--- config.mk ---
export PLATFORM = sky130hd
export DESIGN_NAME = afe_spi_multi_master_flat
export DESIGN_NICKNAME = d
export VERILOG_FILES = /design/src/rtl/afe_spi_multi_master_if.sv /design/src/rtl/afe_spi_multi_master.sv /design/src/flat_wrapper.sv
export SDC_FILE = /design/constraint.sdc
export NUM_CORES = 1
export LEC_CHECK = 0
export ABC_AREA = 1
export CORE_MARGIN = 4
export CORE_UTILIZATION = 50
export CTS_CLUSTER_DIAMETER = 120
export DETAILED_ROUTE_END_ITERATION = 8
export GPL_ROUTABILITY_DRIVEN = 0
export PLACE_DENSITY = 0.73
export SETUP_SLACK_MARGIN = 0.4
export SYNTH_ARGS = -nofsm -noshare
export SYNTH_HDL_FRONTEND = slang
export SYNTH_SLANG_ARGS = --single-unit
--- constraint.sdc ---
create_clock -name sysClk -period 2.9 [get_ports sysClk]
set_clock_uncertainty 0.1 [all_clocks]
set_input_delay 0.29 -clock sysClk [delete_from_list [all_inputs] [get_ports sysClk]]
set_output_delay 0.29 -clock sysClk [all_outputs]
set_load 0.005 [all_outputs]
--- src/rtl/afe_spi_multi_master_if.sv ---
// Command/response bus between the processor-side CSR logic and the SPI engine.
interface afe_spi_multi_master_if #(
  parameter int MAX_WIDTH         = 32,
  parameter int CHANNEL_SEL_WIDTH = 1,
  parameter int LEN_WIDTH         = 6
);
  logic                         cmdValid;
  logic                         cmdReady;
  logic [CHANNEL_SEL_WIDTH-1:0] cmdChannel;
  logic [LEN_WIDTH-1:0]         cmdLength;
  logic                         cmdMode;
  logic [MAX_WIDTH-1:0]         cmdData;
  logic                         done;
  logic                         cmdErr;
  logic [MAX_WIDTH-1:0]         rdData;

  modport master (
    output cmdValid, cmdChannel, cmdLength, cmdMode, cmdData,
    input  cmdReady, done, cmdErr, rdData
  );

  modport slave (
    input  cmdValid, cmdChannel, cmdLength, cmdMode, cmdData,
    output cmdReady, done, cmdErr, rdData
  );
endinterface

--- src/rtl/afe_spi_multi_master.sv ---
// Multi-channel SPI engine: LE-framed writes for AFE shift registers and
// CSB-framed write/readback for AMI converters, CPOL=0/CPHA=0.
module afe_spi_multi_master #(
  parameter int CHANNEL_COUNT     = 2,
  parameter int MAX_WIDTH         = 32,
  parameter int CLK_DIV           = 4,
  parameter int CHANNEL_SEL_WIDTH = (CHANNEL_COUNT > 1) ? $clog2(CHANNEL_COUNT) : 1,
  parameter int LEN_WIDTH         = $clog2(MAX_WIDTH + 1)
) (
  input  logic                     sysClk,
  input  logic                     sysReset,
  afe_spi_multi_master_if.slave    cmd,
  output logic [CHANNEL_COUNT-1:0] spiClk,
  output logic [CHANNEL_COUNT-1:0] spiSdi,
  output logic [CHANNEL_COUNT-1:0] spiLe,
  output logic [CHANNEL_COUNT-1:0] spiCsb,
  input  logic [CHANNEL_COUNT-1:0] spiSdo
);
  localparam int DIV_W = $clog2(CLK_DIV);

  typedef enum logic [2:0] {IDLE, SETUP, SHIFT, HOLD, LATCH} state_e;

  state_e                   state_q;
  logic [DIV_W-1:0]         div_q;
  logic                     high_q;
  logic                     mode_q;
  logic [LEN_WIDTH-1:0]     bitcnt_q;
  logic [CHANNEL_COUNT-1:0] sel_q;
  logic [CHANNEL_COUNT-1:0] sdo_meta_q, sdo_sync_q;
  logic [CHANNEL_COUNT-1:0] spiClk_q, spiSdi_q, spiLe_q, spiCsb_q;
  logic [MAX_WIDTH-1:0]     tx_q, rx_q, rdData_q;
  logic                     cmdReady_q, done_q, cmdErr_q;

  logic [CHANNEL_SEL_WIDTH-1:0] ch_in;
  logic [CHANNEL_COUNT-1:0]     sel_d;
  logic [MAX_WIDTH-1:0]         tx_d;
  logic                         cmd_bad, div_last, sdo_bit;

  // Write word is left-aligned on accept so every frame shifts out of the MSB.
  always_comb begin
    ch_in    = cmd.cmdChannel;
    cmd_bad  = (cmd.cmdLength == '0) ||
               (32'(cmd.cmdLength) > MAX_WIDTH) ||
               (32'(ch_in) >= CHANNEL_COUNT);
    tx_d     = cmd.cmdData << (MAX_WIDTH - 32'(cmd.cmdLength));
    sel_d    = CHANNEL_COUNT'(1) << ch_in;
    div_last = (div_q == DIV_W'(CLK_DIV - 1));
    sdo_bit  = |(sdo_sync_q & sel_q);
  end

  always_ff @(posedge sysClk) begin
    if (sysReset) begin
      state_q    <= IDLE;
      div_q      <= '0;
      high_q     <= 1'b0;
      mode_q     <= 1'b0;
      bitcnt_q   <= '0;
      sel_q      <= '0;
      sdo_meta_q <= '0;
      sdo_sync_q <= '0;
      spiClk_q   <= '0;
      spiSdi_q   <= '0;
      spiLe_q    <= '0;
      spiCsb_q   <= '1;
      tx_q       <= '0;
      rx_q       <= '0;
      rdData_q   <= '0;
      cmdReady_q <= 1'b1;
      done_q     <= 1'b0;
      cmdErr_q   <= 1'b0;
    end else begin
      sdo_meta_q <= spiSdo;
      sdo_sync_q <= sdo_meta_q;
      done_q     <= 1'b0;
      cmdErr_q   <= 1'b0;
      div_q      <= (state_q == IDLE || div_last) ? '0 : div_q + 1'b1;

      case (state_q)
        IDLE: begin
          if (cmd.cmdValid) begin
            if (cmd_bad) begin
              done_q   <= 1'b1;
              cmdErr_q <= 1'b1;
            end else begin
              state_q    <= SETUP;
              cmdReady_q <= 1'b0;
              mode_q     <= cmd.cmdMode;
              bitcnt_q   <= cmd.cmdLength - 1'b1;
              sel_q      <= sel_d;
              tx_q       <= tx_d;
              rx_q       <= '0;
              spiSdi_q   <= tx_d[MAX_WIDTH-1] ? sel_d : '0;
              if (cmd.cmdMode) spiCsb_q <= ~sel_d;
            end
          end
        end

        SETUP: begin
          if (div_last) begin
            state_q  <= SHIFT;
            high_q   <= 1'b1;
            spiClk_q <= sel_q;
          end
        end

        // Sample at the end of the high phase; the next bit is driven from the
        // first low-phase cycle, and the last bit stays on the line.
        SHIFT: begin
          if (div_last) begin
            if (high_q) begin
              rx_q     <= {rx_q[MAX_WIDTH-2:0], sdo_bit};
              high_q   <= 1'b0;
              spiClk_q <= '0;
              if (bitcnt_q != '0) begin
                tx_q     <= tx_q << 1;
                spiSdi_q <= tx_q[MAX_WIDTH-2] ? sel_q : '0;
              end
            end else if (bitcnt_q == '0) begin
              state_q <= HOLD;
            end else begin
              bitcnt_q <= bitcnt_q - 1'b1;
              high_q   <= 1'b1;
              spiClk_q <= sel_q;
            end
          end
        end

        HOLD: begin
          if (div_last) begin
            if (!mode_q) begin
              state_q <= LATCH;
              spiLe_q <= sel_q;
            end else begin
              state_q    <= IDLE;
              done_q     <= 1'b1;
              cmdReady_q <= 1'b1;
              rdData_q   <= rx_q;
              spiSdi_q   <= '0;
              spiCsb_q   <= '1;
            end
          end
        end

        LATCH: begin
          if (div_last) begin
            state_q    <= IDLE;
            done_q     <= 1'b1;
            cmdReady_q <= 1'b1;
            rdData_q   <= '0;
            spiSdi_q   <= '0;
            spiLe_q    <= '0;
          end
        end

        default: state_q <= IDLE;
      endcase
    end
  end

  assign spiClk       = spiClk_q;
  assign spiSdi       = spiSdi_q;
  assign spiLe        = spiLe_q;
  assign spiCsb       = spiCsb_q;
  assign cmd.cmdReady = cmdReady_q;
  assign cmd.done     = done_q;
  assign cmd.cmdErr   = cmdErr_q;
  assign cmd.rdData   = rdData_q;
endmodule
--- src/flat_wrapper.sv ---
// flat-port wrapper written by rule: the top's interface ports become plain ports
module afe_spi_multi_master_flat 
#(
  parameter int CHANNEL_COUNT     = 2,
  parameter int MAX_WIDTH         = 32,
  parameter int CLK_DIV           = 4,
  parameter int CHANNEL_SEL_WIDTH = (CHANNEL_COUNT > 1) ? $clog2(CHANNEL_COUNT) : 1,
  parameter int LEN_WIDTH         = $clog2(MAX_WIDTH + 1)
)
  (sysClk, sysReset, spiClk, spiSdi, spiLe, spiCsb, spiSdo, cmd_cmdValid, cmd_cmdChannel, cmd_cmdLength, cmd_cmdMode, cmd_cmdData, cmd_cmdReady, cmd_done, cmd_cmdErr, cmd_rdData);
  afe_spi_multi_master_if #(.MAX_WIDTH(MAX_WIDTH), .CHANNEL_SEL_WIDTH(CHANNEL_SEL_WIDTH), .LEN_WIDTH(LEN_WIDTH)) cmd_i ();
  input  logic sysClk;
  input  logic sysReset;
  output logic [CHANNEL_COUNT-1:0] spiClk;
  output logic [CHANNEL_COUNT-1:0] spiSdi;
  output logic [CHANNEL_COUNT-1:0] spiLe;
  output logic [CHANNEL_COUNT-1:0] spiCsb;
  input  logic [CHANNEL_COUNT-1:0] spiSdo;
  input wire logic [$bits(cmd_i.cmdValid)-1:0] cmd_cmdValid;
  input wire logic [$bits(cmd_i.cmdChannel)-1:0] cmd_cmdChannel;
  input wire logic [$bits(cmd_i.cmdLength)-1:0] cmd_cmdLength;
  input wire logic [$bits(cmd_i.cmdMode)-1:0] cmd_cmdMode;
  input wire logic [$bits(cmd_i.cmdData)-1:0] cmd_cmdData;
  output wire logic [$bits(cmd_i.cmdReady)-1:0] cmd_cmdReady;
  output wire logic [$bits(cmd_i.done)-1:0] cmd_done;
  output wire logic [$bits(cmd_i.cmdErr)-1:0] cmd_cmdErr;
  output wire logic [$bits(cmd_i.rdData)-1:0] cmd_rdData;
  assign cmd_i.cmdValid = cmd_cmdValid;
  assign cmd_i.cmdChannel = cmd_cmdChannel;
  assign cmd_i.cmdLength = cmd_cmdLength;
  assign cmd_i.cmdMode = cmd_cmdMode;
  assign cmd_i.cmdData = cmd_cmdData;
  assign cmd_cmdReady = cmd_i.cmdReady;
  assign cmd_done = cmd_i.done;
  assign cmd_cmdErr = cmd_i.cmdErr;
  assign cmd_rdData = cmd_i.rdData;
  afe_spi_multi_master #(.CHANNEL_COUNT(CHANNEL_COUNT), .MAX_WIDTH(MAX_WIDTH), .CLK_DIV(CLK_DIV), .CHANNEL_SEL_WIDTH(CHANNEL_SEL_WIDTH), .LEN_WIDTH(LEN_WIDTH)) u_core (.sysClk(sysClk), .sysReset(sysReset), .cmd(cmd_i), .spiClk(spiClk), .spiSdi(spiSdi), .spiLe(spiLe), .spiCsb(spiCsb), .spiSdo(spiSdo));
endmodule
==> run summary, run 1 <==
=================================================================================
Result of the run                                                    finished clean
Number of global-route vias before repair                                   6,469
Boundary Pins                                                                  88
Max-slew headroom at the worst pin                                          0.346
Max-capacitance violation count                                                 0
Category of the worst setup path launch point                          input port
Global-route wire length before repair                                    31.3 mm
Top library cells by usage in the layout, fill and taps aside        nand3_1, nand2_1, dfxtp_1
Area overhead of the layout relative to synthesis                           24.9%
Combined buffer and inverter count along the critical path                      4
Full die area                                                          15,300 µm²
WL per Instance                                                           15.8 µm
Cell at the slowest stage of the critical path                       clkdlybuf4s50_1
Routed Wire Length                                                        19.2 mm
Fraction of final layout cells with drive strength greater than 1          0.0798
Drt first-iter violations                                                     899
Synthesized net count                                                       1,013
Worst hold-check path type                                           input port to flip-flop
Instance count along the most critical hold path                                3
Register bit total from synthesis                                             125
Leak Pwr                                                                  3.32 nW
Pin count of the biggest net entering global routing                           95
Kind of cell with the highest combined delay on the critical path    buffers and inverters
Initial core utilization                                                    0.508
Longest Clk Path Bufs                                                           2
Via density per instance                                                     5.95
Largest fanout on the critical path                                            30
Core footprint                                                         13,200 µm²
Clock root buffer                                                       clkbuf_16
Number of cells on the worst reg-to-reg path                                    9
Count of nets left with antenna violations after detail routing                 0
R2R setup slack                                                           0.75 ns
CTS clk-pin slew, worst paths                                             0.06 ns
DIE WIDTH                                                                  124 µm
Shortest clock period the worst path allows after layout                  2.30 ns
GR Overflow Total                                                               0
Data required time of the worst path                                      3.13 ns
H-Tree Level Count                                                              4
Most common cell after layout, fill and taps aside                        nand3_1
Worst Hold End                                                       u_core.sdo_meta_q[0]$_SDFF_PP0_
Fmax                                                                      435 MHz
Overall via count from detail_route                                         7,231
Clock buffers created by TritonCTS                                             17
IO Port Bufs                                                                   87
Most frequent cell on the critical path                                   nand3_1
Reg2reg start                                                        u_core.state_q[2]$_SDFFE_PP0P_
Number of design rule violations left after detail routing                      0
Kind of capture point of the worst setup path                           flip-flop
Final period utilization                                                    0.792
Least-Margin Pin Slew                                                    0.980 ns
Synthesized area per cell                                                6.94 µm²
Clock latency of the later-clocked register in the worst-skew pair        0.43 ns
Pwr Density                                                            704 nW/µm²
Placed wire-length estimate                                               12.9 mm
Worst-case vdd ir drop                                                   0.534 mV
Cell Rows                                                                      42
Initial antenna violation count                                                 0
Sequential cell area fraction in the yosys report                           0.374
Antenna diode count                                                             0
Number of sinks handled by clock tree synthesis                               125
# setup viols final                                                             0
Final Total Pwr                                                         0.00589 W
Final Max Slew Viols                                                            0
Sum Neg Setup Slack                                                          0 ns
First-pass detailed-route iteration total                                       6
Synth Warn #                                                                    0
Data arrival time of the critical path                                    2.52 ns
Cell-by-cell listing of the critical path                            clkdlybuf4s50_1 > clkinv_1 > ha_2 > nand3_2 > nand2_2 > clkbuf_16 > nand3_1 > o21a_1 > nand2_1 > nand3_1 > nand3_1 > nand3_1 > nand3_1 > nand2_1 > inv_1
Longest individual stage delay on the worst path                          0.54 ns
Mapped cell area                                                         6700 µm²
Capture point of the worst reg-to-reg path                           u_core.bitcnt_q[4]$_SDFFE_PP0P_
Unrepaired setup endpoints after global routing                             false
TritonCTS clock tree                                                         done
Fin nets                                                                    1,075
Critical setup path kind                                             input port to flip-flop
Overall fraction of global-route tracks in use                              0.255
Overall die height                                                         124 µm
Worst Hold Launch                                                       spiSdo[0]
Number of hold violations in the final report                                   0
Count of cell types in the netlist                                             41
Synthesized instance count                                                    965
=================================================================================
## synthesized netlist by cell type (all sizes together)
library cell / number / area [µm²]
a211oi: 1 / 7.51
a21o: 1 / 7.51
a21oi: 56 / 280
a22o: 1 / 8.76
a22oi: 32 / 240
a31oi: 15 / 93.8
a32oi: 32 / 280
and2: 1 / 6.26
buf: 24 / 125
clkbuf: 48 / 180
clkinv: 2 / 7.51
dfxtp: 125 / 2500
ha: 3 / 37.5
inv: 58 / 218
mux2i: 2 / 20.0
nand2: 138 / 523
nand3: 223 / 1120
nand3b: 1 / 7.51
nand4: 11 / 68.8
nor2: 107 / 430
nor3: 9 / 56.3
nor4: 3 / 33.8
o211ai: 7 / 52.6
o21a: 14 / 105
o21ai: 43 / 215
o21bai: 1 / 7.51
or2: 1 / 6.26
xnor2: 2 / 17.5
xor2: 4 / 35.0
## final cells by class
class	instances	area, µm²
sequential	125	2500
tap	176	220
clock buffer	17	425
timing repair buffer	115	1140
clock inverter	15	154
inverter	60	225
multi-input combinational	708	3690
fill	1176	4830
## cells by family (layout without fill, tap and decap cells)
logic type,Yosys count,count (layout),synth area share
adder cells (fa/ha/maj),3,3,0.00561
XOR/XNOR,6,6,0.00785
flip-flops,125,125,0.374
AND/OR/NAND/NOR,494,494,0.337
multiplexers,2,2,0.00299
buffers and inverters,132,207,0.0792
AO/OA/AOI/OAI,203,203,0.194
## registers in the layout, indices dropped and copies added, names as in the netlist
register / count
u_core.bitcnt_q: 6
u_core.cmd.cmdErr: 1
u_core.cmd.cmdReady: 1
u_core.cmd.done: 1
u_core.cmd.rdData: 32
u_core.div_q: 2
u_core.high_q: 1
u_core.mode_q: 1
u_core.rx_q: 32
u_core.sdo_meta_q: 2
u_core.sdo_sync_q: 2
u_core.sel_q: 2
u_core.spiClk: 2
u_core.spiCsb: 2
u_core.spiLe: 2
u_core.spiSdi: 2
u_core.state_q: 3
u_core.tx_q: 31
## worst reg2reg max path, delay by kind of cell (launching register included)
| family | cells | cell delay [ns] |
|---|---|---|
| and+or+nand+nor | 3 | 0.49 |
| AOI/OAI and AO/OA | 3 | 0.47 |
| DFF | 1 | 0.37 |
| adders and majority gates | 1 | 0.25 |
| buffers and inverters | 1 | 0.21 |
| xor gates and xnor gates | 1 | 0.16 |
## worst max path at each step
stage / start / end / slack [ns] / cells past startpoint
floorplan: cmd_cmdLength[0] / u_core.tx_q[30]$_SDFFE_PP0P_ / 0.42 / 13
finish: cmd_cmdLength[0] / u_core.tx_q[24]$_SDFFE_PP0P_ / 0.60 / 15
global placement: cmd_cmdLength[0] / u_core.tx_q[17]$_SDFFE_PP0P_ / 0.11 / 13
detailed placement: cmd_cmdLength[0] / u_core.tx_q[17]$_SDFFE_PP0P_ / 0.11 / 13
global route: cmd_cmdLength[0] / u_core.spiSdi[0]$_SDFFE_PP0P_ / 0.41 / 14
CTS: cmd_cmdLength[0] / u_core.tx_q[17]$_SDFFE_PP0P_ / 0.52 / 13
## through the flow
step	area (µm²)	hold slack (ns)	std cells	setup WS, ns	utilization
after global routing	8360	0.303	1216	0.406	0.634
after detailed placement	7750	0.315	1183	0.106	0.587
after floorplan	6700	0.288	965	0.422	-
final	8360	0.299	1216	0.602	0.634
after CTS	8330	0.284	1215	0.524	0.631
after global placement	7750	0.312	1183	0.112	0.587
## report_power, final
| part | total [W] | internal, W | leakage [nW] | switching (W) |
|---|---|---|---|---|
| Sequential | 0.00204 | 0.00192 | 1.01 | 0.000121 |
| Combinational | 0.00178 | 0.000631 | 2.03 | 0.00115 |
| Clock | 0.00207 | 0.00121 | 0.275 | 0.000862 |
## timing repair
item                                   in CTS  in global routing
endpoints found under the hold margin       0                  0
hold buffers                                0                  0
setup buffers                               0                  0
resized for setup                           0                  4
setup endpoints to repair                   0                 19
## metal layers
metal / GRT usage / part of all wire / wire (µm) / up-vias
li1: - / - / - / 3541
met5: 0 / 0 / 0 / -
met1: 0.346 / 0.45 / 8560 / 3346
met2: 0.394 / 0.47 / 8910 / 295
met4: 0.104 / 0.025 / 476 / 0
met3: 0.0531 / 0.063 / 1200 / 49
Note: power is estimated with default switching activity, not from simulation.
==> inputs of run 2 (changes only) <==
clock period = 2.35 ns   (was 2.9 ns; I/O delays follow)
==> run 2 against run 1 <==
  * Total power up 34%
  * Critical path depth fell by 7
  * First-iteration DRC count is 17% higher
  * Via count is 7.3% higher
  * Global-route usage up 1.7 points
  * Cell count is 5.8% higher
  * Critical endpoint is now u_core.tx_q[11]$_SDFFE_PP0P_
  * Largest cell class unchanged
  * Largest power group is now combinational cells
==> run summary, run 2 (synthesis results as in run 1) <==
=================================================================================
Clock buffers created by TritonCTS                                             17   unchanged
Data arrival time of the critical path                                    2.27 ns   -0.25 ns
Via density per instance                                                     6.04   +1.5%
GR Overflow Total                                                               0   unchanged
Kind of capture point of the worst setup path                           flip-flop
Result of the run                                                    finished clean
Clock root buffer                                                       clkbuf_16
Count of nets left with antenna violations after detail routing                 0   unchanged
Number of sinks handled by clock tree synthesis                               125   unchanged
WL per Instance                                                           16.9 µm   +7.4%
Most frequent cell on the critical path                                    nor2_4
IO Port Bufs                                                                   87   unchanged
Clock latency of the later-clocked register in the worst-skew pair        0.41 ns   -0.02 ns
Number of cells on the worst reg-to-reg path                                    8   -1
TritonCTS clock tree                                                         done
Most common cell after layout, fill and taps aside                        nand3_1
Instance count along the most critical hold path                                3   unchanged
Max-capacitance violation count                                                 0   unchanged
Longest Clk Path Bufs                                                           2   unchanged
Fmax                                                                      493 MHz
Overall via count from detail_route                                         7,762   +7.3%
Area overhead of the layout relative to synthesis                           39.7%
Unrepaired setup endpoints after global routing                              true
Shortest clock period the worst path allows after layout                  2.03 ns
Final Max Slew Viols                                                            0   unchanged
Data required time of the worst path                                      2.59 ns   -0.54 ns
Boundary Pins                                                                  88   unchanged
# setup viols final                                                             0   unchanged
R2R setup slack                                                           0.32 ns   -0.43 ns
Worst-case vdd ir drop                                                   0.643 mV   +20%
Number of cells on the critical path                                            8   -7
Cell Rows                                                                      42   unchanged
Drt first-iter violations                                                   1,051   +17%
Number of global-route vias before repair                                   7,065   +9.2%
Final-layout worst hold slack                                            0.226 ns   -0.0737 ns
Max-slew headroom at the worst pin                                          0.730   +0.384
Longest individual stage delay on the worst path                          0.37 ns   -0.17 ns
Critical setup path kind                                             flip-flop to flip-flop
Number of design rule violations left after detail routing                      0   unchanged
Category of the worst setup path launch point                           flip-flop
Final period utilization                                                    0.862
DIE WIDTH                                                                  124 µm   unchanged
Antenna diode count                                                             0   unchanged
Top library cells by usage in the layout, fill and taps aside        nand3_1, nand2_1, dfxtp_1
Initial antenna violation count                                                 0   unchanged
Placed wire-length estimate                                               13.7 mm   +6.5%
Fin nets                                                                    1,147   +6.7%
Core footprint                                                         13,200 µm²   unchanged
Pin count of the biggest net entering global routing                           95   unchanged
CTS clk-pin slew, worst paths                                             0.06 ns   about the same
Overall die height                                                         124 µm   unchanged
Fraction of final layout cells with drive strength greater than 1           0.172   +0.0923
Overall fraction of global-route tracks in use                              0.271   +0.0168
Cell at the slowest stage of the critical path                            dfxtp_4
Cell-by-cell listing of the critical path                            nor2_4 > inv_2 > nor4_4 > nand3_4 > nor2_4 > buf_12 > o211ai_1 > a31oi_1
Pwr Density                                                            846 nW/µm²   +20%
Global-route wire length before repair                                    33.4 mm   +6.7%
Combined buffer and inverter count along the critical path                      2   -2
Largest fanout on the critical path                                            14   -53%
H-Tree Level Count                                                              4   unchanged
Routed Wire Length                                                        21.8 mm   +14%
Least-Margin Pin Slew                                                    0.405 ns   -0.575 ns
Full die area                                                          15,300 µm²   unchanged
Hold bufs inserted after CTS                                                    0   unchanged
First-pass detailed-route iteration total                                       6   unchanged
Leak Pwr                                                                  3.82 nW   +15%
Number of hold violations in the final report                                   0   unchanged
Sum Neg Setup Slack                                                          0 ns   unchanged
Initial core utilization                                                    0.508   unchanged
Kind of cell with the highest combined delay on the critical path    simple AND/OR/NAND/NOR gates
Worst hold-check path type                                           input port to flip-flop
=================================================================================
## run 2: changes by cell type in the layout (fill, tap and decap cells not counted), moves of 5 or more
cell             previous run  this run
inv_1                      52        47
buf_4                      23        73
buf_12                      4        16
clkdlybuf4s50_1            86        80
dlygate4sd2_1               0         5
dfxtp_1                   125       119
nor2_4                      1         6
nor2_1                    102        97
## run 2: what timing repair did
item | CTS | global route
pin swaps | 18 | 15
hold endpoints to repair | 0 | 0
buffers inserted | 8 | 11
endpoints found under the setup margin | 105 | 111
resized for setup | 28 | 38
gates cloned | 3 | 4
## run 2: metal layers
metal,vias up,routed length (µm),track usage
met5,-,0,0
met4,0,859,0.129
met3,85,1690,0.0513
met2,433,10600,0.456
met1,3573,8610,0.335
li1,3671,-,-
## run 2: final cells by class
class	instances	area (µm²)
clock buffers	20	457
clock inverters	10	116
multi-input cells	708	3860
fillers	1038	3840
inverters	60	235
flip-flops and latches	125	2510
well taps	176	220
repair buffers	187	1950
## run 2: power by group
part / leakage [nW] / internal [W] / switching, W
Clock: 0.278 / 0.00160 / 0.000952
Combinational: 2.52 / 0.00117 / 0.00162
Sequential: 1.02 / 0.00238 / 0.000183
## run 2: path summary, 6_finish.rpt
path | startpoint | endpoint
worst min register to register | u_core.sdo_meta_q[1]$_SDFF_PP0_ | u_core.sdo_sync_q[1]$_SDFF_PP0_
worst max register to register | u_core.state_q[0]$_SDFFE_PP0P_ | u_core.tx_q[11]$_SDFFE_PP0P_
worst max-delay path | u_core.state_q[0]$_SDFFE_PP0P_ | u_core.tx_q[11]$_SDFFE_PP0P_
worst min-delay path | sysReset | u_core.cmd.rdData[7]$_SDFFE_PP0P_
## run 2: per-stage QoR
step	setup slack [ns]	area [µm²]	cells	utilization	power, W
after floorplan	0.389	6810	965	-	0.00409
after global routing	0.247	9350	1286	0.709	0.00830
after global placement	-0.140	8260	1230	0.627	0.00493
after CTS	0.355	9070	1271	0.688	0.00762
final	0.323	9350	1286	0.709	0.00791
after detailed placement	-0.188	8260	1230	0.627	0.00495
## run 2: worst register-to-register path, cell delays in order (launching register included)
cell	delay, ns
dfxtp_4	0.37
nor2_4	0.21
inv_2	0.09
nor4_4	0.37
nand3_4	0.23
nor2_4	0.16
buf_12	0.14
o211ai_1	0.13
a31oi_1	0.16
==> inputs of run 3 (changes only) <==
HOLD_SLACK_MARGIN = 0.05   (was unset)
RECOVER_POWER = 50   (was unset)
==> run 3 against run 2 <==
  * The flow now finishes with violations (max-capacitance violations, max-slew violations)
  * Global-route usage is the same
  * Cell count unchanged
  * Non-clock buffer count is the same
  * Clock power hardly changed
  * Clock-buffer cell count unchanged
  * Critical path depth is 2 higher
  * Utilization down 0.34 points
  * Sequential share of layout area grew 0.12 points
  * Maximum frequency fell by 3.6%
  * Setup slack got worse by 0.076 ns
  * Die area stayed put
  * Wire length rose by 0.20%
==> run summary, run 3 (synthesis results as in run 1) <==
=================================================================================
Result of the run                                                    finished, violations left
Violated checks                                                      max-capacitance violations, max-slew violations
Max-slew headroom at the worst pin                                         -0.226   -0.956
Top layer reached by signal wires                                            met4
Placed wire-length estimate                                               13.7 mm   unchanged
Fraction of final layout cells with drive strength greater than 1           0.168   -0.00450
WL per Instance                                                           16.9 µm   +0.20%
Worst Hold Launch                                                       spiSdo[0]
Critical setup path kind                                             flip-flop to flip-flop
Routed length on met3                                                     1.65 mm   -2.7%
Antenna diode count                                                             0   unchanged
Number of global-route vias before repair                                   7,065   unchanged
Top library cells by usage in the layout, fill and taps aside        nand3_1, nand2_1, dfxtp_1
DIE WIDTH                                                                  124 µm   unchanged
Count of nets left with antenna violations after detail routing                 0   unchanged
Most common cell after layout, fill and taps aside                        nand3_1
H-Tree Level Count                                                              4   unchanged
CTS clk-pin slew, worst paths                                             0.06 ns   about the same
Final period utilization                                                    0.895   +0.0325
Full die area                                                          15,300 µm²   unchanged
Clock latency of the later-clocked register in the worst-skew pair        0.41 ns   about the same
Number of hold violations in the final report                                   0   unchanged
Global-route wire length before repair                                    33.4 mm   unchanged
Worst hold-check path type                                           input port to flip-flop
Hold bufs inserted after CTS                                                    0   unchanged
Detailed-route wire length on metal 1                                     8.66 mm   +0.59%
Cell Rows                                                                      42   unchanged
Number of design rule violations left after detail routing                      0   unchanged
Reg2reg start                                                        u_core.state_q[1]$_SDFFE_PP0P_
Pwr Density                                                            847 nW/µm²   +0.15%
Fill cell count                                                             1,047   +0.87%
Worst-case vdd ir drop                                                   0.641 mV   -0.37%
Shortest clock period the worst path allows after layout                  2.10 ns   +0.0765 ns
Number of sinks handled by clock tree synthesis                               125   unchanged
Kind of capture point of the worst setup path                           flip-flop
Longest Clk Path Bufs                                                           2   unchanged
Pin count of the biggest net entering global routing                           95   unchanged
IO Port Bufs                                                                   87   unchanged
Boundary Pins                                                                  88   unchanged
Data required time of the worst path                                      2.47 ns   -0.12 ns
Largest fanout on the critical path                                            34   +20
Final Max Slew Viols                                                           95   +95
Leak Pwr                                                                  3.93 nW   +3.0%
Longest individual stage delay on the worst path                          0.41 ns   +0.04 ns
Via density per instance                                                     6.06   +0.37%
GR Overflow Total                                                               0   unchanged
Max-capacitance violation count                                                 1   +1
Final Total Pwr                                                         0.00788 W   -0.33%
Area overhead of the layout relative to synthesis                           39.0%
Unrepaired setup endpoints after global routing                              true
Data arrival time of the critical path                                    2.22 ns   -0.05 ns
Least-Margin Pin Slew                                                     1.84 ns   +1.43 ns
Category of the worst setup path launch point                           flip-flop
Clock buffers created by TritonCTS                                             17   unchanged
Routed Wire Length                                                        21.8 mm   +0.20%
Clock root buffer                                                       clkbuf_16
Overall fraction of global-route tracks in use                              0.271   unchanged
Initial core utilization                                                    0.508   unchanged
Overall via count from detail_route                                         7,791   +0.37%
Overall die height                                                         124 µm   unchanged
TritonCTS clock tree                                                         done
Cell-by-cell listing of the critical path                            nand2_1 > nor2_4 > inv_1 > nand2_1 > inv_2 > nor3_2 > inv_2 > clkbuf_4 > a32oi_1 > nor2_1
Core footprint                                                         13,200 µm²   unchanged
Amount of wire on met2 after detailed routing                             10.6 mm   +0.14%
Initial antenna violation count                                                 0   unchanged
Drt first-iter violations                                                     973   -7.4%
Fin nets                                                                    1,147   unchanged
Crit path from                                                       u_core.state_q[1]$_SDFFE_PP0P_
Fmax                                                                      475 MHz   -3.6%
# setup viols final                                                             0   unchanged
Cell at the slowest stage of the critical path                            dfxtp_2
Final-layout worst hold slack                                            0.251 ns   +0.0253 ns
First-pass detailed-route iteration total                                       7   +1
=================================================================================
[run 3: cell types whose count changed in the layout (fill, tap and decap cells not counted), moves of 2 or more]
| cell | previous run | this run |
|---|---|---|
| dlygate4sd3_1 | 0 | 43 |
| buf_12 | 16 | 14 |
| buf_4 | 73 | 70 |
| clkdlybuf4s50_1 | 80 | 37 |
| clkbuf_1 | 1 | 3 |
| clkbuf_4 | 0 | 3 |
[run 3: layout make-up]
cell class                 count  area (µm²)  share of cell area
clock buffer                  20         457              0.0491
clock inverter                10         116              0.0125
inverter                      60         235              0.0253
multi-input combinational    708        3850               0.414
sequential                   125        2510               0.270
tap                          176         220              0.0237
timing repair buffer         187        1910               0.206
[run 3: stage by stage]
step	TNS (ns)	cells	setup slack [ns]	util	cell area, µm²
3_5_place_dp	-4.72	1230	-0.188	0.627	8260
2_1_floorplan	0	965	0.389	-	6810
4_1_cts	0	1271	0.355	0.688	9070
3_3_place_gp	-2.70	1230	-0.140	0.627	8260
6_report	0	1286	0.247	0.705	9310
5_1_grt	0	1286	0.158	0.705	9310
[run 3: repair_timing]
item	in CTS	in global routing
pin swaps	18	15
setup endpoints to repair	105	111
gates cloned	3	4
resized for setup	28	38
buffers inserted	8	11
[run 3: metal layers]
layer | vias up | track usage
met4 | 0 | 0.129
met2 | 432 | 0.456
met3 | 87 | 0.0513
li1 | 3670 | -
met5 | - | 0
met1 | 3602 | 0.335
[run 3: worst max-delay path, delay by kind of cell, from the launching register on]
| family | cells | cell delay, ns |
|---|---|---|
| AOI/OAI and AO/OA | 1 | 0.26 |
| DFF | 1 | 0.41 |
| and+or+nand+nor | 5 | 0.61 |
| buffers and inverters | 4 | 0.51 |
[run 3: report_power, final]
part,switching [W],internal [W],leakage (nW)
logic,0.00161,0.00115,2.63
clock network,0.000953,0.00160,0.278
registers,0.000182,0.00238,1.02
[run 3: worst paths after layout]
path / to / slack, ns / cells past startpoint
worst max-delay path: u_core.cmd.rdData[11]$_SDFFE_PP0P_ / 0.25 / 10
worst min-delay path: u_core.sdo_meta_q[0]$_SDFF_PP0_ / 0.25 / 3
worst max register to register: u_core.cmd.rdData[11]$_SDFFE_PP0P_ / 0.25 / 10
worst min register to register: u_core.sdo_sync_q[1]$_SDFF_PP0_ / 0.32 / 2
